`src/rtl/itrx_aib_phy_io_buf_tx_dist_pkg.sv`:
```
// Shared encodings and default timing constants for the AIB TX distribution slice.
package itrx_aib_phy_io_buf_tx_dist_pkg;

    typedef enum logic [1:0] {
        TX_IDLE   = 2'd0,
        TX_WARMUP = 2'd1,
        TX_ACTIVE = 2'd2,
        TX_DRAIN  = 2'd3
    } tx_state_e;

    localparam int unsigned WARMUP_CYC_DEF = 32'd4;
    localparam int unsigned DRAIN_CYC_DEF  = 32'd2;
    localparam int unsigned CNT_W_DEF      = 32'd4;

endpackage

```
`src/rtl/itrx_aib_phy_io_buf_tx_dist_if.sv`:
```
// Core-side TX bundle: enables and data in, bump-side retimed/async data and ready out.
interface itrx_aib_phy_io_buf_tx_dist_if;

    logic tx_en;
    logic ddr_mode;
    logic async_en;
    logic idat0;
    logic idat1;
    logic idat_asyn;
    logic ubump_tx_0q;
    logic ubump_tx_1qn;
    logic ubump_tx_n;
    logic tx_ready;

    modport master (
        output tx_en, ddr_mode, async_en, idat0, idat1, idat_asyn,
        input  ubump_tx_0q, ubump_tx_1qn, ubump_tx_n, tx_ready
    );

    modport slave (
        input  tx_en, ddr_mode, async_en, idat0, idat1, idat_asyn,
        output ubump_tx_0q, ubump_tx_1qn, ubump_tx_n, tx_ready
    );

endinterface

```
`src/rtl/itrx_aib_phy_io_buf_tx_dist_dff.sv`:
```
// Resettable retime flop cell; NEG_EDGE selects falling-edge launch.
module itrx_aib_phy_io_buf_tx_dist_dff #(
    parameter bit NEG_EDGE = 1'b0
) (
    input  logic clk,
    input  logic rst_n,
    input  logic d,
    output logic q
);

    logic q_r;

    generate
        if (NEG_EDGE) begin : g_neg
            // Falling-edge capture with async clear
            always_ff @(negedge clk or negedge rst_n) begin
                if (!rst_n) begin
                    q_r <= 1'b0;
                end else begin
                    q_r <= d;
                end
            end
        end else begin : g_pos
            // Rising-edge capture with async clear
            always_ff @(posedge clk or negedge rst_n) begin
                if (!rst_n) begin
                    q_r <= 1'b0;
                end else begin
                    q_r <= d;
                end
            end
        end
    endgenerate

    assign q = q_r;

endmodule

```
`src/rtl/itrx_aib_phy_io_buf_tx_dist_seq.sv`:
```
// Warmup/drain sequencer: gates data onto the bump only once the path is settled.
module itrx_aib_phy_io_buf_tx_dist_seq
    import itrx_aib_phy_io_buf_tx_dist_pkg::*;
#(
    parameter int unsigned WARMUP_CYC = WARMUP_CYC_DEF,
    parameter int unsigned DRAIN_CYC  = DRAIN_CYC_DEF,
    parameter int unsigned CNT_W      = CNT_W_DEF
) (
    input  logic clk,
    input  logic rst_n,
    input  logic tx_en,
    output logic pass_en_s,
    output logic tx_ready_r
);

    localparam logic [CNT_W-1:0] CNT_ZERO  = {CNT_W{1'b0}};
    localparam logic [CNT_W-1:0] CNT_ONE   = {{(CNT_W-1){1'b0}}, 1'b1};
    localparam logic [CNT_W-1:0] WARMUP_LD = CNT_W'(WARMUP_CYC - 32'd1);
    localparam logic [CNT_W-1:0] DRAIN_LD  = CNT_W'(DRAIN_CYC - 32'd1);

    tx_state_e        state_r;
    tx_state_e        state_nxt_s;
    logic [CNT_W-1:0] cnt_r;
    logic [CNT_W-1:0] cnt_nxt_s;

    // State, counter and ready registers
    always_ff @(posedge clk or negedge rst_n) begin
        if (!rst_n) begin
            state_r    <= TX_IDLE;
            cnt_r      <= CNT_ZERO;
            tx_ready_r <= 1'b0;
        end else begin
            state_r    <= state_nxt_s;
            cnt_r      <= cnt_nxt_s;
            tx_ready_r <= (state_nxt_s == TX_ACTIVE);
        end
    end

    // Next-state and counter update; the counter only moves in WARMUP/DRAIN and stops at zero
    always_comb begin
        state_nxt_s = state_r;
        cnt_nxt_s   = cnt_r;
        case (state_r)
            TX_IDLE: begin
                if (tx_en) begin
                    state_nxt_s = TX_WARMUP;
                    cnt_nxt_s   = WARMUP_LD;
                end else begin
                    state_nxt_s = TX_IDLE;
                    cnt_nxt_s   = CNT_ZERO;
                end
            end
            TX_WARMUP: begin
                if (!tx_en) begin
                    state_nxt_s = TX_DRAIN;
                    cnt_nxt_s   = DRAIN_LD;
                end else if (cnt_r == CNT_ZERO) begin
                    state_nxt_s = TX_ACTIVE;
                    cnt_nxt_s   = CNT_ZERO;
                end else begin
                    state_nxt_s = TX_WARMUP;
                    cnt_nxt_s   = cnt_r - CNT_ONE;
                end
            end
            TX_ACTIVE: begin
                if (!tx_en) begin
                    state_nxt_s = TX_DRAIN;
                    cnt_nxt_s   = DRAIN_LD;
                end else begin
                    state_nxt_s = TX_ACTIVE;
                    cnt_nxt_s   = CNT_ZERO;
                end
            end
            TX_DRAIN: begin
                // A re-asserted tx_en is deliberately ignored until IDLE is reached
                if (cnt_r == CNT_ZERO) begin
                    state_nxt_s = TX_IDLE;
                    cnt_nxt_s   = CNT_ZERO;
                end else begin
                    state_nxt_s = TX_DRAIN;
                    cnt_nxt_s   = cnt_r - CNT_ONE;
                end
            end
            default: begin
                state_nxt_s = TX_IDLE;
                cnt_nxt_s   = CNT_ZERO;
            end
        endcase
    end

    assign pass_en_s = (state_nxt_s == TX_ACTIVE);

endmodule

```
`src/rtl/itrx_aib_phy_io_buf_tx_dist.sv`:
```
// AIB TX distribution: retimes dat0 (rise) / dat1 (fall) onto outclk_dist behind a warmup/drain gate.
module itrx_aib_phy_io_buf_tx_dist
    import itrx_aib_phy_io_buf_tx_dist_pkg::*;
#(
    parameter int unsigned WARMUP_CYC = WARMUP_CYC_DEF,
    parameter int unsigned DRAIN_CYC  = DRAIN_CYC_DEF,
    parameter int unsigned CNT_W      = CNT_W_DEF
) (
    input logic                              outclk_dist,
    input logic                              txd_irstb,
    itrx_aib_phy_io_buf_tx_dist_if.slave     tx_if
);

    logic pass_en_s;
    logic tx_ready_r;
    logic d0_d_s;
    logic d1p_d_s;
    logic d0_q_s;
    logic d1p_q_s;
    logic d1n_q_s;

    itrx_aib_phy_io_buf_tx_dist_seq #(
        .WARMUP_CYC (WARMUP_CYC),
        .DRAIN_CYC  (DRAIN_CYC),
        .CNT_W      (CNT_W)
    ) u_seq (
        .clk        (outclk_dist),
        .rst_n      (txd_irstb),
        .tx_en      (tx_if.tx_en),
        .pass_en_s  (pass_en_s),
        .tx_ready_r (tx_ready_r)
    );

    // Gating uses next_state so the first valid bit launches on the edge tx_ready rises
    assign d0_d_s  = pass_en_s ? tx_if.idat0 : 1'b0;
    assign d1p_d_s = (pass_en_s && tx_if.ddr_mode) ? tx_if.idat1 : 1'b0;

    itrx_aib_phy_io_buf_tx_dist_dff #(.NEG_EDGE(1'b0)) u_d0_q (
        .clk   (outclk_dist),
        .rst_n (txd_irstb),
        .d     (d0_d_s),
        .q     (d0_q_s)
    );

    itrx_aib_phy_io_buf_tx_dist_dff #(.NEG_EDGE(1'b0)) u_d1_p (
        .clk   (outclk_dist),
        .rst_n (txd_irstb),
        .d     (d1p_d_s),
        .q     (d1p_q_s)
    );

    itrx_aib_phy_io_buf_tx_dist_dff #(.NEG_EDGE(1'b1)) u_d1_n (
        .clk   (outclk_dist),
        .rst_n (txd_irstb),
        .d     (d1p_q_s),
        .q     (d1n_q_s)
    );

    assign tx_if.ubump_tx_0q  = d0_q_s;
    assign tx_if.ubump_tx_1qn = d1n_q_s;
    assign tx_if.tx_ready     = tx_ready_r;
    // Async path bypasses reset entirely; a disabled path parks the bump at logic 0
    assign tx_if.ubump_tx_n   = tx_if.async_en ? ~tx_if.idat_asyn : 1'b1;

endmodule

```
`src/flat_wrapper.sv`:
```
// flat-port wrapper written by rule: the top's interface ports become plain ports
module itrx_aib_phy_io_buf_tx_dist_flat import itrx_aib_phy_io_buf_tx_dist_pkg::*;
#(
    parameter int unsigned WARMUP_CYC = WARMUP_CYC_DEF,
    parameter int unsigned DRAIN_CYC  = DRAIN_CYC_DEF,
    parameter int unsigned CNT_W      = CNT_W_DEF
)
  (outclk_dist, txd_irstb, tx_if_tx_en, tx_if_ddr_mode, tx_if_async_en, tx_if_idat0, tx_if_idat1, tx_if_idat_asyn, tx_if_ubump_tx_0q, tx_if_ubump_tx_1qn, tx_if_ubump_tx_n, tx_if_tx_ready);
  itrx_aib_phy_io_buf_tx_dist_if tx_if_i ();
  input logic outclk_dist;
  input logic txd_irstb;
  input wire logic [$bits(tx_if_i.tx_en)-1:0] tx_if_tx_en;
  input wire logic [$bits(tx_if_i.ddr_mode)-1:0] tx_if_ddr_mode;
  input wire logic [$bits(tx_if_i.async_en)-1:0] tx_if_async_en;
  input wire logic [$bits(tx_if_i.idat0)-1:0] tx_if_idat0;
  input wire logic [$bits(tx_if_i.idat1)-1:0] tx_if_idat1;
  input wire logic [$bits(tx_if_i.idat_asyn)-1:0] tx_if_idat_asyn;
  output wire logic [$bits(tx_if_i.ubump_tx_0q)-1:0] tx_if_ubump_tx_0q;
  output wire logic [$bits(tx_if_i.ubump_tx_1qn)-1:0] tx_if_ubump_tx_1qn;
  output wire logic [$bits(tx_if_i.ubump_tx_n)-1:0] tx_if_ubump_tx_n;
  output wire logic [$bits(tx_if_i.tx_ready)-1:0] tx_if_tx_ready;
  assign tx_if_i.tx_en = tx_if_tx_en;
  assign tx_if_i.ddr_mode = tx_if_ddr_mode;
  assign tx_if_i.async_en = tx_if_async_en;
  assign tx_if_i.idat0 = tx_if_idat0;
  assign tx_if_i.idat1 = tx_if_idat1;
  assign tx_if_i.idat_asyn = tx_if_idat_asyn;
  assign tx_if_ubump_tx_0q = tx_if_i.ubump_tx_0q;
  assign tx_if_ubump_tx_1qn = tx_if_i.ubump_tx_1qn;
  assign tx_if_ubump_tx_n = tx_if_i.ubump_tx_n;
  assign tx_if_tx_ready = tx_if_i.tx_ready;
  itrx_aib_phy_io_buf_tx_dist #(.WARMUP_CYC(WARMUP_CYC), .DRAIN_CYC(DRAIN_CYC), .CNT_W(CNT_W)) u_core (.outclk_dist(outclk_dist), .txd_irstb(txd_irstb), .tx_if(tx_if_i));
endmodule
```
`config.mk`:
```
export PLATFORM = sky130hd
export DESIGN_NAME = itrx_aib_phy_io_buf_tx_dist_flat
export DESIGN_NICKNAME = d
export VERILOG_FILES = /design/src/rtl/itrx_aib_phy_io_buf_tx_dist_pkg.sv /design/src/rtl/itrx_aib_phy_io_buf_tx_dist_if.sv /design/src/rtl/itrx_aib_phy_io_buf_tx_dist_dff.sv /design/src/rtl/itrx_aib_phy_io_buf_tx_dist_seq.sv /design/src/rtl/itrx_aib_phy_io_buf_tx_dist.sv /design/src/flat_wrapper.sv
export SDC_FILE = /design/constraint.sdc
export NUM_CORES = 1
export LEC_CHECK = 0
export BUFFER_PORTS_ARGS = -buffer_cell sky130_fd_sc_hd__buf_4
export CAP_MARGIN = 20
export CORE_AREA = 3 3 40 42
export CTS_CLUSTER_SIZE = 40
export DETAILED_ROUTE_END_ITERATION = 10
export DIE_AREA = 0 0 43 45
export HOLD_SLACK_MARGIN = 0.12
export PLACE_DENSITY_LB_ADDON = 0.1
export SYNTH_ARGS = -nofsm -noshare
export SYNTH_HDL_FRONTEND = slang
export SYNTH_HIERARCHICAL = 1
export SYNTH_SLANG_ARGS = --single-unit
export TNS_END_PERCENT = 100
```
`constraint.sdc`:
```
create_clock -name outclk_dist -period 3.85 [get_ports outclk_dist]
set_clock_uncertainty 0.2 [all_clocks]
set_input_delay 0.77 -clock outclk_dist [delete_from_list [all_inputs] [get_ports outclk_dist]]
set_output_delay 0.77 -clock outclk_dist [all_outputs]
set_load 0.02 [all_outputs]
```
# Word-level counts from Yosys, hierarchy flattened
# Cells that the tools add are included.
[word_totals]
register_bits = 10
latch_bits = 0
ramBits = 0
mem_bits_ro = 0
input_bits = 8
wordCells = 29
n_memories = 0
[op_classes]
addsub = 1
mul = 0
div_mod_pow = 0
n_lt_le_gt_ge = 0
n_eq_ne = 4
shifts = 0
muxes = 14
bitwise_logic = 1
n_reduce_logical = 3
[op_table]
columns = ["operator", "count"]
rows = [
  ["$pmux W4 S4", 1],
  ["$mux W2", 4],
  ["$mux W4", 2],
  ["$pmux W2 S4", 1],
  ["$eq A2 B2 Y1 const B", 3],
  ["$mux W1", 6],
  ["$logic_not A4 Y1", 1],
  ["$sub A4 B1 Y4 const B", 1],
  ["$eq A2 B1 Y1 const B", 1],
  ["$logic_not A2 Y1", 1],
  ["$logic_and A1 B1 Y1", 1],
  ["$not A1 Y1", 1],
]

# Logic depth before layout (Yosys ltp)
# Gate-level depths: netlist of the first run.
[logic_depth]
word_depth = 7
depth_mapped = 6
mapped_depth_nobuf = 6

# Hierarchy
# Netlist of the first run, hierarchy kept.
[by_module_without_submodules]
columns = ["module", "instances", "cells_each", "area_per_inst_um2", "seq_area_each_um2"]
rows = [
  ["itrx_aib_phy_io_buf_tx_dist_seq", 1, 34, 351.6, 175.2],
  ["itrx_aib_phy_io_buf_tx_dist_dff", 3, 1, 25.0, 25.0],
  ["itrx_aib_phy_io_buf_tx_dist", 1, 3, 16.3, 0.0],
]

==> impl_results.md, run 1 <==
- Initial antenna violation count: 0
- HP Class: flip-flop to flip-flop
- Synthesis-stage register bit count: 10
- Net Count, Synth: 49
- Dpl hpwl: 699 µm
- Outcome: completed
- Routed vias/inst: 4.96
- CP required: 2880 ps
- Setup violators final: 0
- TNS Setup: 0 ps
- Postcts setup bufs: 0
- Crit Path Max Fanout: 1
- Routed WL: 887 µm
- Dpl ws: between 400 and 500 ps
- Number of synthesized flops with an enable pin: 0
- Max-slew headroom: 0.783
- YS warnings: 6
- First-pass GRT wire length: 1.41 mm
- Top FF cell, synth: dfrtp_1
- ANT nets after route: 0
- CTS tree: built
- Fin area: 587 µm²
- Synth async-reset ratio: 1.00
- Worst-path cell chain: buf_4
- Diode count: 0
- Via count: 347
- Min-Delay Endpoint: u_core/u_seq/cnt_r[2]
- Pin count of the biggest net entering global routing: 11
- Total power draw: 0.000458 W
- Grt ovf: 0
- First-pass detailed-route iteration total: 3
- Hold Startpoint: u_core/u_seq/cnt_r[2]
- Crit Path Class: flip-flop to output port
- Vias in the first global route: 358
- Core area: roughly 1300 µm²
- Initial Utilization: 0.345
- Cts bufs inserted: 3
- Max clock buf depth: 2
- I/O Buffers: 11
- R2r setup slk: roughly 1200 ps
- Met2 wire len: 493 µm
- Die X: 43 µm
- Final #Nets: 65
- Reg-to-Reg Start: u_core/u_d1_p/q
- Filler instances: 131
- RSZ-0062 raised after global routing: no
- Clk slew on worst S/H paths: 60 ps
- Setup crit end kind: output port
- DRT iter0 DRCs: 3
- Die area: 1940 µm²
- Worst reg-to-reg path cell count: 0
- Num ports: 12
- Worst reg2reg endpoint: u_core/u_d1_n/q
- Static Leak: 0.294 nW
- Placed Area: 541 µm²
- PwrDens: a little under 800 nW/µm²
- Remaining DRCs: 0
- Critical-path top delay cell: dfrtn_1
- CP Buf/Inv Count: 1
- Worst setup SP type: flip-flop
- Routed wl met3: 50 µm
- Total track usage: 0.107
- DRT met1 WL: 344 µm
- Fin. Hold Viols: 0
- Mean post-synth cell area: 11.1 µm²
- Data arrival, critical path: between 2000 and 3000 ps
- CTS sink cnt: 10
- Die height: 45 µm
- Max Transition Viols Final: 0
- Synth Cell Area: 443 µm²
- Uppermost routed layer: met3
- Max-Cap Viols: 0
- Gpl congestion: 0.738
- Worst slew pin tran: 325 ps
- Worst hold path depth: 2
- Peak supply drop: 0.000329 V
- Post-synth cell types: 20
- CTS H-tree lvls: 1
- CTS root buffer: clkbuf_4
- Synthesis-to-finish area growth: 32.5%
- Clk_lat worst skew: 260 ps
- Critical Path Max Stage Delay: 390 ps
- # rows: 13
- Final setup margin: 165 ps
- Synth Instances: 40
- Layout cells sized above 1: 0.291
- Post-synthesis sequential area ratio: 0.565
- CP top delay family: flip-flops
- Post-DR wirelength/cell: 12.7 µm
## Yosys cell counts, drive strengths merged, types with 2 or more instances
cell / number / area (µm²)
o22ai: 3 / 18.8
nand2b: 4 / 25.0
inv: 3 / 11.3
nor3: 2 / 10.0
nand2: 2 / 7.51
o21ai: 3 / 15.0
a21o: 2 / 15.0
dfrtp: 9 / 225
a21oi: 2 / 10.0
## cell families (layout without fill, tap and decap cells)
family                   Yosys count  after routing  synth area share
XOR/XNOR                           1              1            0.0198
flip-flops                        10             10             0.565
adder cells (fa/ha/maj)            1              1            0.0282
buffers and inverters              4             19            0.0339
AND/OR/NAND/NOR                   12             12             0.184
AO/OA/AOI/OAI                     12             12             0.169
## worst max path at each step
stage | slack, ps | cells past startpoint | to | start
5_1_grt | 120 | 1 | tx_if_ubump_tx_1qn | u_core/u_d1_n/q
3_5_place_dp | 450 | 1 | tx_if_ubump_tx_1qn | u_core/u_d1_n/q
4_1_cts | 150 | 1 | tx_if_ubump_tx_1qn | u_core/u_d1_n/q
6_report | 160 | 1 | tx_if_ubump_tx_1qn | u_core/u_d1_n/q
3_3_place_gp | 460 | 1 | tx_if_ubump_tx_1qn | u_core/u_d1_n/q
2_1_floorplan | 480 | 0 | tx_if_ubump_tx_1qn | u_core/u_d1_n/q
## cell usage in the layout, fill, tap and decap left out, types with 2 or more instances in the layout
| cell | netlist | routed |
|---|---|---|
| buf_4 | 0 | 11 |
| dfrtp_1 | 9 | 9 |
| nand2b_1 | 4 | 4 |
| clkbuf_4 | 0 | 3 |
| inv_1 | 3 | 3 |
| o22ai_1 | 3 | 3 |
| nand2_1 | 2 | 2 |
| a21oi_1 | 2 | 2 |
| a21o_1 | 2 | 2 |
| o21ai_1 | 2 | 2 |
| nor3_1 | 2 | 2 |
## per-stage QoR
stage               std cells  hold WS [ps]   util
floorplan                  40           274      -
global route               70           449  0.457
detailed placement         65           402  0.421
CTS                        70           427  0.457
finish                     70           426  0.457
global placement           65           391  0.421
## routing by layer
layer  vias to the layer above  track usage
met5                         -            0
met4                         0       0.0904
met3                         0       0.0359
met2                         9        0.183
met1                       168        0.104
li1                        170            -
## layout make-up
cell class	instances	area, µm²	share of cell area
inverters	3	11.3	0.0192
flip-flops and latches	10	250	0.426
multi-input cells	26	178	0.303
clock buffers	4	36.3	0.0618
repair buffers	12	92.6	0.158
well taps	15	18.8	0.0320
## state kept, by name, summed over array words and instances, names as in the netlist
signal	cells
u_core/u_d1_p/q	1
u_core/u_seq/cnt_r	4
u_core/u_d0_q/q	1
u_core/u_d1_n/q	1
u_core/u_seq/tx_ready_r	1
u_core/u_seq/state_r	2
## repair_timing
item                                    in CTS  in global routing
hold buffers                                 1                  0
hold endpoints to repair                     9                  0
resized for setup                            0                  0
endpoints found under the setup margin       0                  0
## power by group
part           switching [W]  total [W]  internal [W]
Clock              0.0000349  0.0000922     0.0000574
Sequential         0.0000433   0.000186      0.000143
Combinational      0.0000861   0.000180     0.0000939
Total               0.000164   0.000458      0.000294
Power figures use the tool's default switching activity.
==> inputs of run 2 (changes only) <==
--- a/config.mk
+++ b/config.mk
@@ -5,6 +5,7 @@
 export SDC_FILE = /design/constraint.sdc
 export NUM_CORES = 1
 export LEC_CHECK = 0
+export ABC_AREA = 1
 export BUFFER_PORTS_ARGS = -buffer_cell sky130_fd_sc_hd__buf_4
 export CAP_MARGIN = 20
 export CORE_AREA = 3 3 40 42
==> constraint.sdc (replaced) <==
create_clock -name outclk_dist -period 3.48 [get_ports outclk_dist]
set_clock_uncertainty 0.2 [all_clocks]
set_input_delay 0.696 -clock outclk_dist [delete_from_list [all_inputs] [get_ports outclk_dist]]
set_output_delay 0.696 -clock outclk_dist [all_outputs]
set_load 0.02 [all_outputs]
==> run 2 against run 1 <==
Sequential share of layout area up 0.46 points. Worst setup slack worse by 91 ps. Largest power group is now combinational logic. Non-clock buffer count stayed put. Critical endpoint unchanged.
==> impl_results.md, run 2 <==
- Crit Path Max Fanout: 1 (unchanged)
- Routed vias/inst: 4.13 (-17%)
- Number of synthesized flops with an enable pin: 0 (unchanged)
- Placed Cells: 75 (+15%)
- Met1 Usage GRT: 0.121 (+0.0171)
- Layout cells sized above 1: 0.292 (+0.00140)
- Via count: 330 (-4.9%)
- Leading cell types in the layout, fill and taps excluded: 11 x buf_4, 11 x nand2_1, 9 x inv_1, 9 x dfrtp_1, 6 x nor2_1
- YS warnings: 6 (unchanged)
- CTS H-tree lvls: 1 (unchanged)
- Peak supply drop: 0.000378 V (+15%)
- Post-DR wirelength/cell: 8.61 µm (-32%)
- Critical-path top delay cell: dfrtn_1
- Routed WL: 689 µm (-22%)
- Max reg flops: 4 (unchanged)
- CTS sink cnt: 10 (unchanged)
- First-pass detailed-route iteration total: 5 (+2)
- CP top delay family: flip-flops
- ANT nets after route: 0 (unchanged)
- I/O Buffers: 11 (unchanged)
- HP Class: flip-flop to flip-flop
- Max-slew headroom: 0.882 (+0.0995)
- Cts bufs inserted: 3 (unchanged)
- Final #Nets: 75 (+15%)
- CTS tree: built
- Total track usage: 0.105 (-0.00187)
- Outcome: completed
- PwrDens: 836 nW/µm² (+7.1%)
- Worst slew pin tran: 176 ps (-149 ps)
- Met2 Use GR: 0.162 (-0.0210)
- Initial Utilization: 0.345 (unchanged)
- Data arrival, critical path: 2510 ps (-210 ps)
- GRT Max-Usage Layer: met2
- Max Transition Viols Final: 0 (unchanged)
- Clk_lat worst skew: 260 ps (about the same)
- Static Leak: 0.327 nW (+11%)
- Num ports: 12 (unchanged)
- Yosys top cell by area: dfrtp_1
- Critical Path Max Stage Delay: 380 ps (about the same)
- Largest regs: u_core/u_seq/cnt_r: 4 flops, u_core/u_seq/state_r: 2 flops
- CTS root buffer: clkbuf_4
- Fin. Hold Viols: 0 (unchanged)
- Post-synthesis sequential area ratio: 0.565 (unchanged)
- Net Count, Synth: 58 (+18%)
- Dpl hpwl: 572 µm (-18%)
- CP required: 2580 ps (-300 ps)
- Non-Filler Instances: 80 (+14%)
- Post-synth cell types: 16 (-20%)
- DRT iter0 DRCs: 2 (-1)
- Grt ovf: 0 (unchanged)
- Top post-synthesis cells by area: dfrtp_1 51%, nand2_1 9.3%, inv_1 7.6%
- Met3 Use GR: 0.0398 (+0.00398)
- Pin count of the biggest net entering global routing: 11 (unchanged)
- Crit Path Class: flip-flop to output port
- TNS Setup: 0 ps (unchanged)
- Synth Cell Area: 443 µm² (unchanged)
- Remaining DRCs: 0 (unchanged)
- Die area: 1940 µm² (unchanged)
- Setup crit end kind: output port
- Synth Instances: 49 (+23%)
- Worst-path cell chain: buf_4
- Vias in the first global route: 344 (-3.9%)
- Max clock buf depth: 2 (unchanged)
- Top reg by flops: u_core/u_seq/cnt_r
- RSZ-0062 raised after global routing: no
- Core area: 1280 µm² (unchanged)
- Clk slew on worst S/H paths: 60 ps (about the same)
- Synthesis-to-finish area growth: 31.1%
- Die X: 43 µm (unchanged)
- Most frequent cell after synthesis: nand2_1
- Die height: 45 µm (unchanged)
- Max-Cap Viols: 0 (unchanged)
- Gpl congestion: 0.685 (-7.1%)
- Top cells by count, synth: 11 x nand2_1, 9 x dfrtp_1, 9 x inv_1, 6 x nor2_1
- Synthesis-stage register bit count: 10 (unchanged)
- Setup violators final: 0 (unchanged)
- Diode count: 0 (unchanged)
- CP Buf/Inv Count: 1 (unchanged)
- Synth top area share: 0.508 (unchanged)
- Worst setup SP type: flip-flop
- First-pass GRT wire length: 1.45 mm (+3.0%)
- Synth async-reset ratio: 1.00 (unchanged)
- Top FF cell, synth: dfrtp_1
- # rows: 13 (unchanged)
- Mean post-synth cell area: 9.04 µm² (-18%)
- Initial antenna violation count: 0 (unchanged)
==> run 2: cell types whose count changed in the layout (fill, tap and decap cells not counted), moves of 2 or more <==
cell and delta:
nand2b_1 -4, a21o_1 -2, nand2_1 +9, nor2_2 +2, o22ai_1 -3, nor2_1 +6
inv_1 +6, nor3_1 -2, nand3_1 +2
==> run 2: path summary, 6_finish.rpt <==
path / from / endpoint / slack, ps / depth (start not counted)
worst max-delay path: u_core/u_d1_n/q / tx_if_ubump_tx_1qn / 70 / 1
worst max register to register: u_core/u_d1_p/q / u_core/u_d1_n/q / 1050 / 0
min in group asynchronous: txd_irstb / u_core/u_seq/cnt_r[2] / 600 / 2
worst min-delay path: u_core/u_seq/cnt_r[0] / u_core/u_seq/cnt_r[0] / 250 / 1
max in group asynchronous: txd_irstb / u_core/u_d1_n/q / 690 / 2
worst min register to register: u_core/u_seq/cnt_r[0] / u_core/u_seq/cnt_r[0] / 250 / 1
==> run 2: kinds of logic (layout without fill, tap and decap cells) <==
| group | after synthesis | count (layout) | share of synthesized area |
|---|---|---|---|
| xor gates and xnor gates | 2 | 2 | 0.0396 |
| DFF | 10 | 10 | 0.565 |
| AOI/OAI and AO/OA | 4 | 4 | 0.0593 |
| and+or+nand+nor | 23 | 23 | 0.232 |
| adders and majority gates | 1 | 1 | 0.0282 |
| buffers and inverters | 9 | 25 | 0.0763 |
==> run 2: layer usage <==
layer,part of all wire,vias up
met4,0.015,0
met2,0.47,10
met5,0,-
met1,0.44,139
met3,0.067,2
li1,-,179
==> run 2: repair_timing <==
| action | 4_1_cts | 5_1_grt |
|---|---|---|
| gates resized for setup | 0 | 0 |
| endpoints found under the hold margin | 9 | 0 |
| buffers inserted | 0 | 0 |
| hold buffers | 1 | 0 |
==> run 2: cell type report <==
class | instances | area, µm²
clock buffers | 4 | 26.3
well taps | 15 | 18.8
repair buffers | 12 | 92.6
flip-flops and latches | 10 | 250
multi-input cells | 30 | 159
inverters | 9 | 33.8
fillers | 132 | 704
==> run 2: power breakdown <==
part / switching [W] / internal (W)
sequential: 0.0000251 / 0.000161
combinational: 0.000129 / 0.0000904
clock: 0.0000351 / 0.0000441
total: 0.000190 / 0.000296
==> run 2: through the flow <==
step	area [µm²]	hold slack, ps	total power [W]	setup WS, ps	utilization
after floorplan	443	200	0.000351	371	-
after global placement	544	246	0.000412	349	0.424
after detailed placement	544	248	0.000413	345	0.424
after CTS	581	257	0.000497	59.9	0.452
after global routing	581	309	0.000544	28.4	0.452
final	581	249	0.000486	73.7	0.452
